File: config.mk
export PLATFORM = sky130hd
export DESIGN_NAME = irq_ctrl
export DESIGN_NICKNAME = d
export VERILOG_FILES = /design/src/rtl/irq_ctrl_pkg.sv /design/src/rtl/irq_prio_enc.sv /design/src/rtl/irq_ctrl.sv
export SDC_FILE = /design/constraint.sdc
export NUM_CORES = 1
export LEC_CHECK = 0
export CAP_MARGIN = 25
export CORE_ASPECT_RATIO = 1.2
export CORE_MARGIN = 2
export CORE_UTILIZATION = 36
export CTS_BUF_LIST = sky130_fd_sc_hd__clkbuf_4 sky130_fd_sc_hd__clkbuf_8
export CTS_CLUSTER_DIAMETER = 150
export DETAILED_ROUTE_END_ITERATION = 12
export HOLD_SLACK_MARGIN = 0.12
export PLACE_DENSITY = 0.94
export SYNTH_ARGS = -nofsm -noshare
export SYNTH_HDL_FRONTEND = slang
export SYNTH_SLANG_ARGS = --single-unit
File: constraint.sdc
create_clock -name clk -period 2.3 [get_ports clk]
set_input_delay 0.345 -clock clk [delete_from_list [all_inputs] [get_ports clk]]
set_output_delay 0.345 -clock clk [all_outputs]
set_load 0.1 [all_outputs]
File: src/rtl/irq_ctrl_pkg.sv
// Shared constants and types for the interrupt controller: register map,
// default vectors and the RUN/HANDLER state type.
package irq_ctrl_pkg;

   // Register byte offsets on the small configuration bus
   localparam logic [3:0] OFF_CTRL  = 4'h0;
   localparam logic [3:0] OFF_MASK  = 4'h4;
   localparam logic [3:0] OFF_PEND  = 4'h8;
   localparam logic [3:0] OFF_CAUSE = 4'hC;

   // Default redirect targets
   localparam logic [31:0] DEF_ILLOP_VEC = 32'h8000_0004;
   localparam logic [31:0] DEF_IRQ_BASE  = 32'h8000_0008;

   // Largest supported channel count (ids fit in 5 bits with room to spare)
   localparam int MAX_IRQ = 16;

   // Controller state: RUN accepts exceptions, HANDLER blocks them until eret
   typedef enum logic {
      ST_RUN     = 1'b0,
      ST_HANDLER = 1'b1
   } state_t;

   // Vector of a given channel: base plus one word per channel
   function automatic logic [31:0] irq_vector(input logic [31:0] base, input logic [4:0] id);
      return base + {25'b0, id, 2'b00};
   endfunction

endpackage

File: src/rtl/irq_prio_enc.sv
// Fixed-priority encoder: reports the lowest-index set request bit and
// whether any bit is set at all.
module irq_prio_enc #(
   parameter int N = 4
) (
   input  logic [N-1:0] req,
   output logic [4:0]   id,
   output logic         valid
);

   // Scan from the top down so the lowest set index is the last one written
   always_comb begin
      id    = '0;
      valid = |req;
      for (int i = N - 1; i >= 0; i--) begin
         if (req[i]) id = 5'(i);
      end
   end

endmodule

File: src/rtl/irq_ctrl.sv
// Interrupt / exception controller. Edge-detects level interrupt lines into
// a pending register, arbitrates illegal-opcode over interrupts (lowest
// channel first), redirects the PC combinationally, saves EPC/CAUSE and
// blocks further entries until eret. Illegal opcodes that cannot be taken
// set a sticky double_fault flag.
//
// Bus handshake: a register access is a single-cycle strobe. sel=1 selects
// the block; rdata is combinational from addr while sel=1 (0 otherwise);
// sel=1 with wr=1 commits wdata at the next rising clk edge. There is no
// ready/wait state: every access completes in the cycle it is presented.
module irq_ctrl
   import irq_ctrl_pkg::*;
#(
   parameter int          N_IRQ     = 4,
   parameter logic [31:0] ILLOP_VEC = DEF_ILLOP_VEC,
   parameter logic [31:0] IRQ_BASE  = DEF_IRQ_BASE
) (
   input  logic             clk,
   input  logic             reset,
   input  logic [N_IRQ-1:0] irq_in,
   input  logic             illop,
   input  logic [31:0]      pc,
   input  logic [31:0]      pc_plus4,
   input  logic             eret,
   input  logic             sel,
   input  logic             wr,
   input  logic [3:0]       addr,
   input  logic [31:0]      wdata,
   output logic [31:0]      rdata,
   output logic             take,
   output logic [31:0]      vector,
   output logic [31:0]      epc,
   output logic             double_fault
);

   state_t             state;
   state_t             state_nxt;
   logic               ie;
   logic [N_IRQ-1:0]   mask;
   logic [N_IRQ-1:0]   pend;
   logic [N_IRQ-1:0]   irq_q;
   logic [N_IRQ-1:0]   rise;
   logic [N_IRQ-1:0]   clr_take;
   logic [N_IRQ-1:0]   clr_w1c;
   logic [4:0]         id;
   logic               id_valid;
   logic               take_c;
   logic               take_irq;
   logic               wr_en;
   logic [31:0]        epc_q;
   logic [31:0]        cause_q;
   logic               df_q;
   logic               unused_wdata;

   // Only the low N_IRQ bits of wdata carry register content
   assign unused_wdata = &{1'b0, wdata[31:N_IRQ]};

   // Lowest pending, unmasked channel
   irq_prio_enc #(.N(N_IRQ)) u_prio (
      .req   (pend & mask),
      .id    (id),
      .valid (id_valid)
   );

   assign rise  = irq_in & ~irq_q;
   assign wr_en = sel & wr;

   // Next-state and redirect decision; PCs in the upper half are never redirected
   always_comb begin
      state_nxt = state;
      take_c    = 1'b0;
      case (state)
         ST_RUN: begin
            if (!pc[31] && (illop || (ie && id_valid))) begin
               take_c    = 1'b1;
               state_nxt = ST_HANDLER;
            end
         end
         ST_HANDLER: begin
            if (eret) state_nxt = ST_RUN;
         end
         default: state_nxt = ST_RUN;
      endcase
   end

   // Outputs are forced quiet while reset is held
   assign take     = reset & take_c;
   assign take_irq = take & ~illop;
   assign vector   = !take  ? 32'h0 :
                     illop  ? ILLOP_VEC : irq_vector(IRQ_BASE, id);
   assign epc          = epc_q;
   assign double_fault = df_q;

   // Pending-bit clear sources: the channel being taken, and software W1C
   always_comb begin
      clr_take = '0;
      clr_w1c  = '0;
      for (int i = 0; i < N_IRQ; i++) begin
         clr_take[i] = take_irq && (id == 5'(i));
      end
      if (wr_en && addr == OFF_PEND) clr_w1c = wdata[N_IRQ-1:0];
   end

   // State register
   always_ff @(posedge clk or negedge reset) begin
      if (!reset) state <= ST_RUN;
      else        state <= state_nxt;
   end

   // Interrupt edge capture; a fresh rising edge beats any clear on the same edge
   always_ff @(posedge clk or negedge reset) begin
      if (!reset) begin
         irq_q <= '0;
         pend  <= '0;
      end else begin
         irq_q <= irq_in;
         pend  <= (pend & ~clr_take & ~clr_w1c) | rise;
      end
   end

   // Software-writable control: enable and mask
   always_ff @(posedge clk or negedge reset) begin
      if (!reset) begin
         ie   <= 1'b0;
         mask <= '0;
      end else if (wr_en) begin
         if (addr == OFF_CTRL) ie   <= wdata[0];
         if (addr == OFF_MASK) mask <= wdata[N_IRQ-1:0];
      end
   end

   // Exception entry bookkeeping and sticky double-fault detection
   always_ff @(posedge clk or negedge reset) begin
      if (!reset) begin
         epc_q   <= '0;
         cause_q <= '0;
         df_q    <= 1'b0;
      end else begin
         if (take) begin
            epc_q   <= illop ? pc_plus4 : pc;
            cause_q <= {illop, 26'b0, (illop ? 5'b0 : id)};
         end
         if (illop && (state == ST_HANDLER || pc[31])) df_q <= 1'b1;
      end
   end

   // Register read mux; unused bits and unused offsets read as zero
   always_comb begin
      rdata = '0;
      if (reset && sel) begin
         case (addr)
            OFF_CTRL:  rdata[0]         = ie;
            OFF_MASK:  rdata[N_IRQ-1:0] = mask;
            OFF_PEND:  rdata[N_IRQ-1:0] = pend;
            OFF_CAUSE: rdata            = cause_q;
            default:   rdata            = '0;
         endcase
      end
   end

endmodule

# Word level (Yosys, flattened, before mapping)
# Index checks and enable logic that the tools add are counted.
dict set report classes {
  n_addsub 1
  n_eq_ne 6
  mux 17
  n_reduce_logical 17
  bitwise 13
}
# cell count
set ops {}
lappend ops {{$mux 32} 4}
lappend ops {{$add 32x7->32 const A} 1}
lappend ops {{$mux 28} 1}
lappend ops {{$and 4x4->4} 4}
lappend ops {{$not 4->4} 3}
lappend ops {{$eq 5x2->1 const B} 2}
lappend ops {{$logic_and 1x1->1} 9}
lappend ops {{$pmux 3 s3} 1}
lappend ops {{$eq 4x4->1 const B} 2}
lappend ops {{$mux 2} 4}
lappend ops {{$eq 5x1->1 const B} 1}
lappend ops {{$logic_not 5->1} 1}
lappend ops {{$mux 5} 1}
lappend ops {{$eq 4x3->1 const B} 1}
lappend ops {{$logic_not 4->1} 1}
lappend ops {{$mux 4} 1}
lappend ops {{$or 4x4->4} 1}
lappend ops {{$pmux 1 s4} 1}
lappend ops {{$reduce_and 2->1} 2}
lappend ops {{$reduce_or 4->1} 1}
lappend ops {{$and 1x1->1} 3}
lappend ops {{$mux 1} 3}
lappend ops {{$logic_or 1x1->1} 2}
lappend ops {{$not 1->1} 2}
lappend ops {{other kinds (2)} 2}
dict set report word_totals {
  reg_bits 53
  wordCells 62
  inputBits 110
  output_inout_bits 98
}

# Depth between registers and ports, before layout
# Gate-level depths: netlist (run 1).
dict set report logic_depth {
  word_depth 14
  ltp_mapped 6
  depth_no_buf 4
}

# Cells and area by module
# A second synthesis (run 1) with hierarchy kept.
dict set report hier_totals {
  cells_unflattened 281
  hier_area_um2 3176.8
}
# mod seq_area_each_um2 area_each_um2 cells_each n_inst
set by_module_without_submodules {}
lappend by_module_without_submodules {irq_ctrl 1326.3 3115.5 270 1}
lappend by_module_without_submodules {irq_prio_enc 0.0 61.3 11 1}

# Worst setup path after synthesis (run 1)
# OpenSTA, ideal clock, no wires.
dict set report synth_path {
  path_kind {reg-to-reg}
  start {reg state}
  end {reg pend[1]}
  arrival_ps 3408
  n_path_buf 0
  period_less_slack_ps 3530
  t_required_ps 2178
  path_slack_ps -1230
  setup_time_ps 122
  stages_incl_launch_ff 5
  path_cell_list {dfrtp_1 or3b_4 nor3_1 nand3_1 a32o_1}
}
dict set report synth_via {
  elab_chain_cells 8
}
# item line
set synth_rtl {}
lappend synth_rtl {{from (decl)} irq_ctrl.sv:36} ;# state_t state;
lappend synth_rtl {{from (signal assigned)} irq_ctrl.sv:107} ;# else state <= state_nxt;
lappend synth_rtl {{$mux 1} irq_ctrl.sv:72} ;# case (state)
lappend synth_rtl {{$and 1x1->1} irq_ctrl.sv:87} ;# assign take = reset & take_c;
lappend synth_rtl {{$and 1x1->1} irq_ctrl.sv:88} ;# assign take_irq = take & ~illop;
lappend synth_rtl {{$logic_and 1x1->1} irq_ctrl.sv:99} ;# clr_take[i] = take_irq && (id == 5'(i));
lappend synth_rtl {{$not 4->4} irq_ctrl.sv:117} ;# pend <= (pend & ~clr_take & ~clr_w1c) | rise;
lappend synth_rtl {{$and 4x4->4 (2 in series)} irq_ctrl.sv:117}
lappend synth_rtl {{$or 4x4->4} irq_ctrl.sv:117}
lappend synth_rtl {{to (signal assigned)} irq_ctrl.sv:117}
lappend synth_rtl {{to (decl)} irq_ctrl.sv:40} ;# logic [N_IRQ-1:0] pend;
# Every way passes these cells.
# A chain may end at the register's enable or synchronous reset.

# Worst setup path in the final report (run 1)
dict set report layout_path {
  start {reg pend[3]}
  end {out take}
}
dict set report layout_via {
  elab_chain_cells 8
}
# item line
set layout_rtl {}
lappend layout_rtl {{$and 4x4->4} irq_ctrl.sv:60} ;# .req (pend & mask),
lappend layout_rtl {{$reduce_or 4->1} irq_prio_enc.sv:14} ;# valid = |req;
lappend layout_rtl {{$logic_and 1x1->1} irq_ctrl.sv:74} ;# if (!pc[31] && (illop || (ie && id_valid))) begin
lappend layout_rtl {{$logic_or 1x1->1} irq_ctrl.sv:74}
lappend layout_rtl {{$logic_and 1x1->1} irq_ctrl.sv:74}
lappend layout_rtl {{$mux 1} irq_ctrl.sv:74}
lappend layout_rtl {{$mux 1} irq_ctrl.sv:72}
lappend layout_rtl {{$and 1x1->1} irq_ctrl.sv:87}
lappend layout_rtl {{to (decl)} irq_ctrl.sv:30} ;# output logic take,
# Every way passes these cells.

==> results.ini, run 1 <==
[power]
p_total_mw = 4.49
power_density_mw_per_mm2 = 1060
irDropWorstVdd_v = 0.000777
leakagePower_nw = 1.86

[yosys]
synth_top_cell_by_area = dfrtp_1
ys_warn_count = 0
postSynthAreaPerCell_um2 = 11.9
synth_ff_type = dfrtp_1
synthCells = 244
netlist_area_mm2 = 0.00292
async_reset_ff_frac = 1.00
ys_seq_area_frac = 0.429
synth_edf_count = 0
ys_types = 36
synth_top_area_frac = 0.429
yosys-top-cells-area = dfrtp_1 (43%), mux2_2 (26%), buf_4 (14%)
synth_seq_cells = 50

[layout]
syn_to_final_growth_pct = 45.1
diodes = 0
fin_nets = 489
drive_gt1_frac = 0.385
nFillCells = 641

[global_routing]
grt_pass1_wl_mm = 10.9
grt_max_degree = 39
grt_pass1_vias = 2251
track_usage = 0.157
overflow = 0
antenna_found_initial = 0

[setup_path]
cp_cell_sequence = a22oi_2 > a21boi_2 > o21ai_4 > clkinvlp_4 > buf_12
critPathArrivalTime_ns = 1.84
cp-end-kind = output pin
critPathKind = flip-flop to output pin
crit_family = compound AO/OA/AOI/OAI gates
crit_path_max_fanout = 5
start_kind = flip-flop
required_ns = 1.96
path_buf_inv = 2
cp_slowest_stage_delay_ns = 0.43
crit_slowest_cell = dfrtp_1

[floorplanning]
boundaryPins = 208
initial_core_util = 0.376
core_mm2 = 0.00775
die_w_um = 86.2
die_area_mm2 = 0.00884
rows = 35
fp.dieH_um = 103

[placement]
port_buffers = 124
gp_congestion = 0.797
dp_hpwl_mm = 5.45

[sta]
worstMarginPinSlew_ns = 0.791
hold_violations = 0
setup_tns_ns = 0
holdWs_ns = 0.207
relSlewSlack = 0.471
finalCritPeriodShare = 0.949
rsz0062_at_grt = no
final-max-slew-violation-count = 0
post-route-min-period_ns = 2.18
clock-skew-final_ns = 0.0124
setup_viol = 0
fmax_ghz = 0.458

[clock_network]
cts_resized = 0
h-tree-depth = 2
clkSinkCount = 50
clkTransAtPathRegs_ns = 0.09
cts_buffers = 5
clk_path_buf_depth = 2
cts_tree = yes
cts-root-buf = clkbuf_8
clk_latency_ns = 0.30

[flow_run]
cap_violations = 0

[worst_hold_path]
hp-class = input port to async pin

[drt]
first_pass_iters = 4
wl_mm = 6.81
ant_nets = 0
vias = 2194
wire_per_inst_um = 14.5
first_iter_violations = 52
drc_errors = 0
via_per_inst = 4.66

[status]
status = finished, final reports clean

-- layout by cell type, fill, tap and decap left out, types with 2 or more instances in the layout --
master	netlist	routed
nor2_1	9	8
a22oi_1	5	4
nand4_1	2	2
inv_1	7	6
clkbuf_8	0	5
nand2_1	6	6
clkinvlp_4	0	2
nand3_1	3	3
buf_4	56	45
conb_1	1	55
buf_12	0	10
mux2_2	68	68
a22o_1	3	3
dfrtp_1	50	50
a22oi_2	1	2
buf_2	1	2
nor2b_1	3	2
clkdlybuf4s50_1	0	79
a32o_1	4	4
-- state kept, by name, summed over array words and instances, names as in the netlist --
signal	cells
state	1
irq_q	4
ie	1
mask	4
cause_q	3
pend	4
epc	32
double_fault	1
-- area by class of cell --
type | count | area [um2] | share of cell area
Multi-Input combinational cell | 178 | 1400 | 0.331
Timing Repair Buffer | 137 | 1350 | 0.319
Sequential cell | 50 | 1250 | 0.296
Tap cell | 92 | 115 | 0.0272
Clock buffer | 6 | 76.3 | 0.0180
Inverter | 7 | 30.0 | 0.00710
Clock inverter | 1 | 7.51 | 0.00177
-- synth_stat cells, drive strengths merged, types with 2 or more instances --
cell     n
nand3    3
nor2b    3
a21o     2
mux2    68
nor2     9
a22oi    6
clkbuf   2
nor3     2
inv      7
a32o     4
a22o     3
buf     61
dfrtp   50
nand2    6
nand4    2
-- per-layer routing --
layer / track usage / vias to the layer above / wire [um]
met5: 0 / - / 0
met4: 0.0415 / 0 / 59
met3: 0.0544 / 4 / 648
met2: 0.293 / 128 / 3620
met1: 0.170 / 1047 / 2480
li1: - / 1015 / -
-- power breakdown --
group	leakage [nW]	internal (mW)	switching (mW)
clock network	0.0407	0.221	0.277
logic	1.24	0.641	2.11
registers	0.579	1.10	0.132
total	1.86	1.97	2.52
-- path summary, 6_finish.rpt --
| check | from | end | slack, ns | depth (start not counted) |
|---|---|---|---|---|
| worst max-delay path | pend[3] | take | 0.12 | 5 |
| worst min-delay path | reset | epc[2] | 0.21 | 3 |
| worst max register to register | pend[3] | epc[28] | 0.21 | 6 |
| worst min register to register | double_fault | double_fault | 0.48 | 1 |
| max in group asynchronous | reset | mask[2] | 1.00 | 3 |
| min in group clk | double_fault | double_fault | 0.48 | 1 |
-- cells by family (layout without fill, tap and decap cells) --
logic type	count (synthesis)	after routing	share of synthesized area
buf+inv	70	151	0.170
mux	69	69	0.270
compound gates	22	22	0.0644
simple gates	32	32	0.0644
other cells	1	55	0.00129
flops	50	50	0.429
-- per-stage QoR --
step | area (um2) | util | cells | worst slack, ns
2_1_floorplan | 3170 | - | 298 | -0.300
3_3_place_gp | 4120 | 0.532 | 461 | 0.129
3_5_place_dp | 4120 | 0.532 | 461 | 0.101
4_1_cts | 4220 | 0.544 | 469 | 0.0391
5_1_grt | 4230 | 0.546 | 471 | 0.00475
6_report | 4230 | 0.546 | 471 | 0.116
-- what timing repair did --
item	CTS	global route
setup endpoints to repair	0	2
hold buffers	1	0
endpoints found under the hold margin	17	0
buffers inserted	0	2
-- worst min-delay path, cell delays in order --
cell and delay [ns]:
buf_2 0.09, buf_4 0.12, buf_4 0.38
Note: power is estimated with default switching activity, not from simulation.
==> inputs of run 2 (changes only) <==
CORE_UTILIZATION = 33   (was 36)
PLACE_DENSITY = 0.91   (was 0.94)
clock period = 1.8 ns   (was 2.3 ns; I/O delays follow)
==> results.ini, run 2 (synthesized netlist as in run 1, its figures left out) <==
[power]
irDropWorstVdd_v = 0.00110  ; +42%
leakagePower_nw = 2.26  ; +21%
power_density_mw_per_mm2 = 1280  ; +21%

[setup_path]
cp.depth = 5  ; unchanged
critPathKind = flip-flop to output pin
path_buf_inv = 3  ; +1
crit_slowest_cell = dfrtp_1
rrSetupSlack_ns = -0.09  ; -0.30 ns
critPathLaunch = mask[1]
critPathArrivalTime_ns = 1.74  ; -0.10 ns
cpMostUsedCell = buf_4
crit_path_max_fanout = 2  ; -3
r2r_start = mask[1]
cp-endpoint = vector[4]
worstReg2RegEnd = epc[18]
cp-end-kind = output pin
crit_family = buffers and inverters
reg2regPathDepth = 7  ; +1
required_ns = 1.53  ; -0.43 ns
start_kind = flip-flop
cp_cell_sequence = a22oi_2 > buf_4 > nor4b_4 > buf_4 > buf_12
cp_slowest_stage_delay_ns = 0.40  ; -0.03 ns

[clock_network]
cts_tree = yes
clkSinkCount = 50  ; unchanged
clk_path_buf_depth = 2  ; unchanged
cts_buffers = 5  ; unchanged
cts-root-buf = clkbuf_8
clkTransAtPathRegs_ns = 0.10  ; about the same
clk_latency_ns = 0.30  ; about the same
h-tree-depth = 2  ; unchanged

[global_routing]
grt_pass1_vias = 2528  ; +12%
grt_max_degree = 51  ; +31%
grt_pass1_wl_mm = 12.3  ; +13%
antenna_found_initial = 0  ; unchanged
track_usage = 0.159  ; +0.00205
overflow = 0  ; unchanged

[placement]
gp_congestion = 0.859  ; +7.8%
post-place-ws_ns = -0.231  ; -0.332 ns
dp_hpwl_mm = 5.79  ; +6.3%
port_buffers = 124  ; unchanged
placed_area_mm2 = 0.00436  ; +5.9%

[layout]
fin_nets = 518  ; +5.9%
syn_to_final_growth_pct = 64.7
drive_gt1_frac = 0.460  ; +0.0744
post-route-util = 0.561  ; +0.0148
nFillCells = 679  ; +5.9%
final_common_cell = clkdlybuf4s50_1
final_cell_mix = clkdlybuf4s50_1 (76), buf_4 (59), conb_1 (55), dfrtp_1 (50), mux2_2 (37)
largest_register_ffs = 32  ; unchanged
stdcell_area_mm2 = 0.00480  ; +13%
diodes = 0  ; unchanged

[sta]
post-route-min-period_ns = 2.01
hold_violations = 0  ; unchanged
worstMarginPinSlew_ns = 0.649  ; -0.143 ns
clock-skew-final_ns = 0.0119  ; -0.000444 ns
finalWorstSetupSlack_ns = -0.211  ; -0.328 ns
rsz0062_at_grt = yes
setup_viol = 30  ; +30
fmax_ghz = 0.497
relSlewSlack = 0.568  ; +0.0968
finalCritPeriodShare = 1.12
final-max-slew-violation-count = 0  ; unchanged

[status]
violations = setup timing
status = finished, violations left

[drt]
wire_per_inst_um = 15.2  ; +5.1%
first_pass_iters = 4  ; unchanged
drc_errors = 0  ; unchanged
via_per_inst = 4.49  ; -3.6%
wl_mm = 8.00  ; +17%
ant_nets = 0  ; unchanged
vias = 2361  ; +7.6%
first_iter_violations = 44  ; -15%

[floorplanning]
die_area_mm2 = 0.00961  ; +8.7%
rows = 37  ; +5.7%
initial_core_util = 0.340  ; -0.0357
fp.dieH_um = 107  ; +4.3%
die_w_um = 89.8  ; +4.2%
core_mm2 = 0.00856  ; +10%
boundaryPins = 208  ; unchanged

[worst_hold_path]
hp-class = input port to async pin

[flow_run]
cap_violations = 0  ; unchanged

==> run 2: cell count changes in the layout (fill, tap and decap cells not counted), sizes merged <==
cell,previous run,this run
buf,57,86
clkdlybuf4s50,79,76
clkinv,0,2
dlygate4sd2,0,3
dlygate4sd3,1,0
==> run 2: what timing repair did <==
| action | CTS | global route |
|---|---|---|
| gates resized for setup | 43 | 14 |
| hold buffers | 0 | 0 |
| endpoints found under the setup margin | 40 | 40 |
| pin swaps | 4 | 6 |
| cloned | 2 | 1 |
| setup buffers | 5 | 7 |
==> run 2: worst min-delay path by stage <==
| stage | endpoint | depth (start not counted) | start |
|---|---|---|---|
| 3_5_place_dp | cause_q[31] | 1 | cause_q[31] |
| 4_1_cts | double_fault | 3 | reset |
| 2_1_floorplan | cause_q[0] | 0 | reset |
| 6_report | epc[1] | 3 | reset |
| 3_3_place_gp | cause_q[1] | 1 | cause_q[1] |
| 5_1_grt | epc[1] | 3 | reset |
==> run 2: area by class of cell <==
cell class,instances,area [um2],area share
clock buffer,5,68.8,0.0143
clock inverter,3,21.3,0.00443
inverter,7,30.0,0.00625
multi-input combinational,178,1570,0.327
sequential,50,1250,0.261
tap,117,146,0.0305
timing repair buffer,166,1710,0.357
==> run 2: tightest hold or removal path, stage by stage <==
cell and delay, ns:
buf_2 0.10, buf_4 0.12, buf_4 0.53
==> run 2: metal layers <==
metal,GRT usage,part of all wire
met2,0.308,0.55
met5,0,0
met1,0.164,0.37
met3,0.0506,0.076
met4,0.0473,0.0064
==> run 2: where the power goes <==
| part | switching [mW] | internal [mW] |
|---|---|---|
| logic | 2.79 | 1.11 |
| clock network | 0.387 | 0.274 |
| registers | 0.185 | 1.41 |
==> run 2: per-stage QoR <==
stage	std cells	TNS [ns]	total power, mW	hold WS (ns)
floorplan	298	-3.25	4.45	-0.0256
global placement	505	-5.17	5.20	0.484
detailed placement	505	-6.10	5.26	0.490
CTS	519	-1.80	6.12	0.245
global route	526	-4.53	6.39	0.294
finish	526	-2.42	6.15	0.237
